File: config.mk
export PLATFORM = sky130hd
export DESIGN_NAME = reg_file
export DESIGN_NICKNAME = d
export VERILOG_FILES = /design/src/rtl/riscv_pkg.sv /design/src/rtl/reg_file.sv
export SDC_FILE = /design/constraint.sdc
export NUM_CORES = 2
export LEC_CHECK = 0
export CORE_MARGIN = 2
export CORE_UTILIZATION = 30
export DETAILED_ROUTE_END_ITERATION = 16
export SETUP_SLACK_MARGIN = 0.3
export SYNTH_ARGS = -nofsm -noshare
export SYNTH_HDL_FRONTEND = slang
export SYNTH_SLANG_ARGS = --single-unit
File: constraint.sdc
create_clock -name clk -period 4.5 [get_ports clk]
set_input_delay 1.125 -clock clk [delete_from_list [all_inputs] [get_ports clk]]
set_output_delay 1.125 -clock clk [all_outputs]
set_load 0.1 [all_outputs]
File: src/rtl/riscv_pkg.sv
// Shared definitions for the single-cycle RISC-V core: data width, register
// index constants and the ALU control codes used alongside the register file.
package riscv_pkg;

   localparam int XLEN       = 32;
   localparam int REG_ADDR_W = 5;

   typedef logic [REG_ADDR_W-1:0] reg_idx_t;

   localparam reg_idx_t REG_ZERO = 5'd0;
   localparam reg_idx_t REG_RA   = 5'd1;
   localparam reg_idx_t REG_SP   = 5'd2;

   typedef enum logic [3:0] {
      ALU_AND = 4'b0000,
      ALU_OR  = 4'b0001,
      ALU_ADD = 4'b0010,
      ALU_SUB = 4'b0110,
      ALU_SLT = 4'b0111,
      ALU_NOR = 4'b1100
   } alu_ctrl_e;

endpackage

File: src/rtl/reg_file.sv
// Integer register file: x1..x(NREGS-1) stored, x0 hard-wired to zero, three
// combinational read ports and one clocked write port. Define REGFILE_BYPASS_EN for write-through forwarding.
module reg_file #(
   parameter int XLEN  = riscv_pkg::XLEN,
   parameter int NREGS = 32
) (
   input  logic                                   clk,
   input  logic                                   rst_n,
   input  logic                                   RegWrite,
   input  logic [riscv_pkg::REG_ADDR_W-1:0]       WriteReg,
   input  logic [XLEN-1:0]                        WriteData,
   input  logic [riscv_pkg::REG_ADDR_W-1:0]       ReadReg1,
   input  logic [riscv_pkg::REG_ADDR_W-1:0]       ReadReg2,
   output logic [XLEN-1:0]                        ReadData1,
   output logic [XLEN-1:0]                        ReadData2,
   input  logic [riscv_pkg::REG_ADDR_W-1:0]       DbgReg,
   output logic [XLEN-1:0]                        DbgData,
   output logic [31:0]                            WriteCount
);

   import riscv_pkg::*;

   localparam int ADDR_W = $clog2(NREGS);

   // Indices that name a real, stored register: not x0 and inside NREGS.
   function automatic logic idx_valid(input reg_idx_t idx);
      return (idx != REG_ZERO) && (int'(idx) < NREGS);
   endfunction

   logic [XLEN-1:0] regs [1:NREGS-1];
   logic            write_ok;
   reg_idx_t        rd_idx [3];

   assign write_ok = RegWrite && idx_valid(WriteReg);

   always_ff @(posedge clk or negedge rst_n) begin
      if (!rst_n) begin
         for (int i = 1; i < NREGS; i++) begin
            regs[i] <= '0;
         end
         WriteCount <= '0;
      end else if (write_ok) begin
         regs[WriteReg[ADDR_W-1:0]] <= WriteData;
         WriteCount <= WriteCount + 32'd1;
      end
   end

`ifdef REGFILE_BYPASS_EN
   logic fwd_en;

   // Forwarding never applies during reset so every port reads zero then.
   assign fwd_en = rst_n && write_ok;
`endif

   assign rd_idx[0] = ReadReg1;
   assign rd_idx[1] = ReadReg2;
   assign rd_idx[2] = DbgReg;

   for (genvar p = 0; p < 3; p++) begin : g_read
      logic [XLEN-1:0] data;

      always_comb begin
         data = '0;
         if (idx_valid(rd_idx[p])) begin
            data = regs[rd_idx[p][ADDR_W-1:0]];
         end
`ifdef REGFILE_BYPASS_EN
         if (fwd_en && (rd_idx[p] == WriteReg)) begin
            data = WriteData;
         end
`endif
      end
   end

   assign ReadData1 = g_read[0].data;
   assign ReadData2 = g_read[1].data;
   assign DbgData   = g_read[2].data;

endmodule

Word level (Yosys, flattened, before mapping)
Index checks and enable logic that the tools add are counted.

Register bits: 1024. Input port bits: 55. Output and inout port bits: 128. Word-level logic and storage cells: 63.

$add $sub $neg: 1. Magnitude comparators: 5. Muxes and demuxes: 15. Bitwise gates (word level): 4. Reduce and logical (&&, ||, !) cells: 6.

Operators with widths (number): $bwmux 992 (1); $bmux 32 s5 (3); $mux 32 (10); $demux 32 s5 (1); $add 32x1->32 const B (1); $ge 6x6->1 const B (4); $not 5->6 (4); $reduce_bool 5->1 (4); $lt 6x1->1 const B (1); $logic_and 1x1->1 (2).

Longest topological paths before layout
Word-level depth: 6. Depth in mapped cells: 9. Gate-level depth less buffers: 5.

Least setup slack after synthesis
Ideal clock, no wire load.

Path type: input to output. Start: input ReadReg2[1] (netlist bit). End: output ReadData2[13]. Arrival: 4509 ps. Data required time: 3375 ps. Slack: -1134 ps. Stages on the path: 9. Path buffers: 4. Cells stage by stage: buf_2 > nor2b_1 > clkbuf_1 > buf_2 > buf_1 > a22oi_1 > o21ai_0 > o21ai_0 > o21ai_0.

Word-level cells in the longest chain between the ends: 5. Elaborated cells on any way between the ends: 6. Classes of those cells: 4 x mux; 1 x bitwise; 1 x reduce/logical.

Ends and longest elaborated chain: start, declared (RTL line reg_file.sv:13) `input logic [riscv_pkg::REG_ADDR_W-1:0] ReadReg2,`; $not 5->6 (not written as such) (RTL line reg_file.sv:65) `data = regs[rd_idx[p][ADDR_W-1:0]];`; $bmux 32 s5 (RTL line reg_file.sv:65); $mux 32 (not written as such) (2 in a row) (RTL line reg_file.sv:65); $mux 32 (*) (RTL line reg_file.sv:64) `if (idx_valid(rd_idx[p])) begin`; end, declared (RTL line reg_file.sv:15) `output logic [XLEN-1:0] ReadData2,`.

Every way passes the cells marked *; elsewhere a longest branch is shown, timed or not. The select of a mux whose other input is x is not followed.

Worst setup path in the final report
Start: input ReadReg2[0] (netlist bit). End: output ReadData2[0].

The elaborated chain is that of the path after synthesis.

==> metrics.csv <==
metric;value;unit
Hold Vio Cnt, Final;0;
Starting Density;0.302;
largest net degree at the start of global routing;114;
H-tree levels;3;
first-pass GRT wire length;331;mm
sequential share of the synthesized area;0.414;
Worst Setup EP;ReadData2[0];
post-synthesis register bit count;1024;
P per Cell Area;431;mW/mm2
total track usage;0.216;
drc violations;0;
Chip Height;458;um
Clock Path Buffers;3;
worst hold path type;in -> async;
Mapped Area;0.0619;mm2
Max transition margin;0.161;
Post-Layout Cell Count;7265;
die area;0.210;mm2
initial antenna violation count;13;
vias after detailed routing;43390;
PortBufs;182;
Clock Pin Slew Worst Setup and Hold Paths;60;ps
critical path startpoint;ReadReg2[0];
WP data required;3380;ps
Setup Viol. Count Final;0;
Syn Nets;4293;
crit path time final;4280;ps
Setup Skew;2.92;ps
CTS tree;yes;
Clock Latency Late Sink;760;ps
critical path class;in -> out;
Cell Area, Placed;0.0712;mm2
reg2reg end;WriteCount[26];
Syn Inst Count;4237;
drt via density;5.97;
Async SR Flop Fraction;1.00;
core area;0.205;mm2
Synth cell types;44;
Die Span X;458;um
CP arrival;3160;ps
DRT Pass-1 Iters;5;
layout cells sized above 1;0.593;
Std-Cell Rows;166;
CP Capture Type;output pin;
TNS Setup;0;ps
Post-synth EDFFs;0;
yosys warns;0;
commonest cells after routing, fill and taps aside;mux2_2, dfrtp_1, mux4_2, buf_4, mux2i_1;
root buf cell;clkbuf_16;
DR WL/cell;31.8;um
Leak;31.7;nW
nets@finish;4539;
peak supply drop;0.347;mV
RSZ-0062 raised after global routing;yes;
Fmax;234;MHz
P&R area growth vs syn;24.7;%
run status;completed;
Detailed Route WL;231;mm
final estimated routing congestion in global placement;0.861;
1st-iter DRT viols;4437;
Final HPWL DP;146;mm
ANT nets after route;0;
flop2flop setup slack;2360;ps
Setup crit start kind;input port;
Worst R2R Path Depth;5;
Synth Flop Type;dfrtp_1;
commonest non-fill, non-tap cell in the layout;mux2_2;
Finished Cell Area;0.0772;mm2
TritonCTS Buffers;112;
placed insts;6989;
CP max FO;5;
GRT overflow;0;
Worst Tran Pin Value;1250;ps
Slew Limit Fails;0;
Clock Sinks;1024;
max cap viols;0;
period utilisation layout;0.952;
reg2reg start;WriteCount[3];
Post-Syn Area per Cell;14.6;um2
# IOs;183;
vias in the first global route;44097;
-- worst min-delay path by stage --
stage          cells after the start  slack (ps)             end      startpoint
2_1_floorplan                      1         490       regs[774]       regs[774]
6_report                           1         410       regs[611]           rst_n
5_1_grt                            1         430       regs[447]           rst_n
4_1_cts                            1         380       regs[447]           rst_n
3_3_place_gp                       1         480  WriteCount[27]  WriteCount[27]
3_5_place_dp                       1         490  WriteCount[31]  WriteCount[31]
-- layer usage --
| metal | global-route usage | share of wire |
|---|---|---|
| met1 | 0.281 | 0.39 |
| met2 | 0.350 | 0.48 |
| met3 | 0.0425 | 0.077 |
| met4 | 0.0909 | 0.052 |
| met5 | 0 | 0.00013 |
-- Yosys cell counts, drive strengths merged, types with 16 or more instances --
cell type | number | area share
nor3 | 35 | 0.0028
mux4 | 695 | 0.25
buf | 193 | 0.015
o22ai | 44 | 0.0044
nand2 | 126 | 0.0076
o21ai | 72 | 0.0059
o221ai | 64 | 0.0091
mux2i | 229 | 0.037
a21oi | 79 | 0.0064
nand3 | 16 | 0.0013
clkbuf | 275 | 0.017
a22oi | 66 | 0.0080
dfrtp | 1024 | 0.41
nor2b | 18 | 0.0018
xnor2 | 23 | 0.0033
mux2 | 1073 | 0.20
nor2 | 117 | 0.0071
o2bb2ai | 22 | 0.0031
-- what timing repair did --
item                       in CTS  in global routing
gates cloned                   19                  8
hold buffers                    0                  0
buffers inserted               25                 16
gates resized for setup       121                 68
pin swaps                      23                 16
setup endpoints to repair      92                 75
-- state kept, by name, indices dropped and copies added (netlist names) --
name        count
WriteCount     32
regs          992
-- metrics by stage --
step	setup slack (ps)	utilization	power, W	hold slack, ps
2_1_floorplan	124	-	0.0196	487
3_3_place_gp	19.9	0.348	0.0229	479
3_5_place_dp	54.9	0.348	0.0231	487
4_1_cts	224	0.374	0.0333	377
5_1_grt	203	0.377	0.0346	434
6_report	218	0.377	0.0333	413
-- cell type report --
type	instances	area, um2
Fill cell	19058	128000
Multi-Input combinational cell	2740	36000
Sequential cell	1024	25600
Timing Repair Buffer	600	8270
Tap cell	2688	3360
Clock buffer	158	3270
Clock inverter	46	649
Inverter	5	18.8
Antenna cell	4	10.0
-- cell families (layout without fill, tap and decap cells) --
| family | after synthesis | in the layout | synth area share |
|---|---|---|---|
| buffers and inverters | 473 | 809 | 0.0322 |
| other | 0 | 4 | 0 |
| adder cells (fa/ha/maj) | 1 | 1 | 0.000202 |
| AND/OR/NAND/NOR | 347 | 347 | 0.0248 |
| flip-flops | 1024 | 1024 | 0.414 |
| multiplexers | 1997 | 1997 | 0.485 |
| AO/OA/AOI/OAI | 364 | 364 | 0.0394 |
| XOR/XNOR | 31 | 31 | 0.00439 |
-- critical path, cell delays in order --
cell and delay (ps):
buf_16 140, buf_12 170, buf_4 150, mux4_2 510
mux4_2 510, nor2_4 120, nor3_4 70, buf_12 160
buf_12 160
-- report_power, final --
| part | switching [W] | internal, W | leakage (nW) |
|---|---|---|---|
| clock | 0.00410 | 0.00574 | 1.93 |
| combinational | 0.00508 | 0.00552 | 16.7 |
| sequential | 0.00184 | 0.0110 | 13.1 |
| total | 0.0110 | 0.0223 | 31.7 |
No activity file was read; power rests on OpenSTA's default activity.
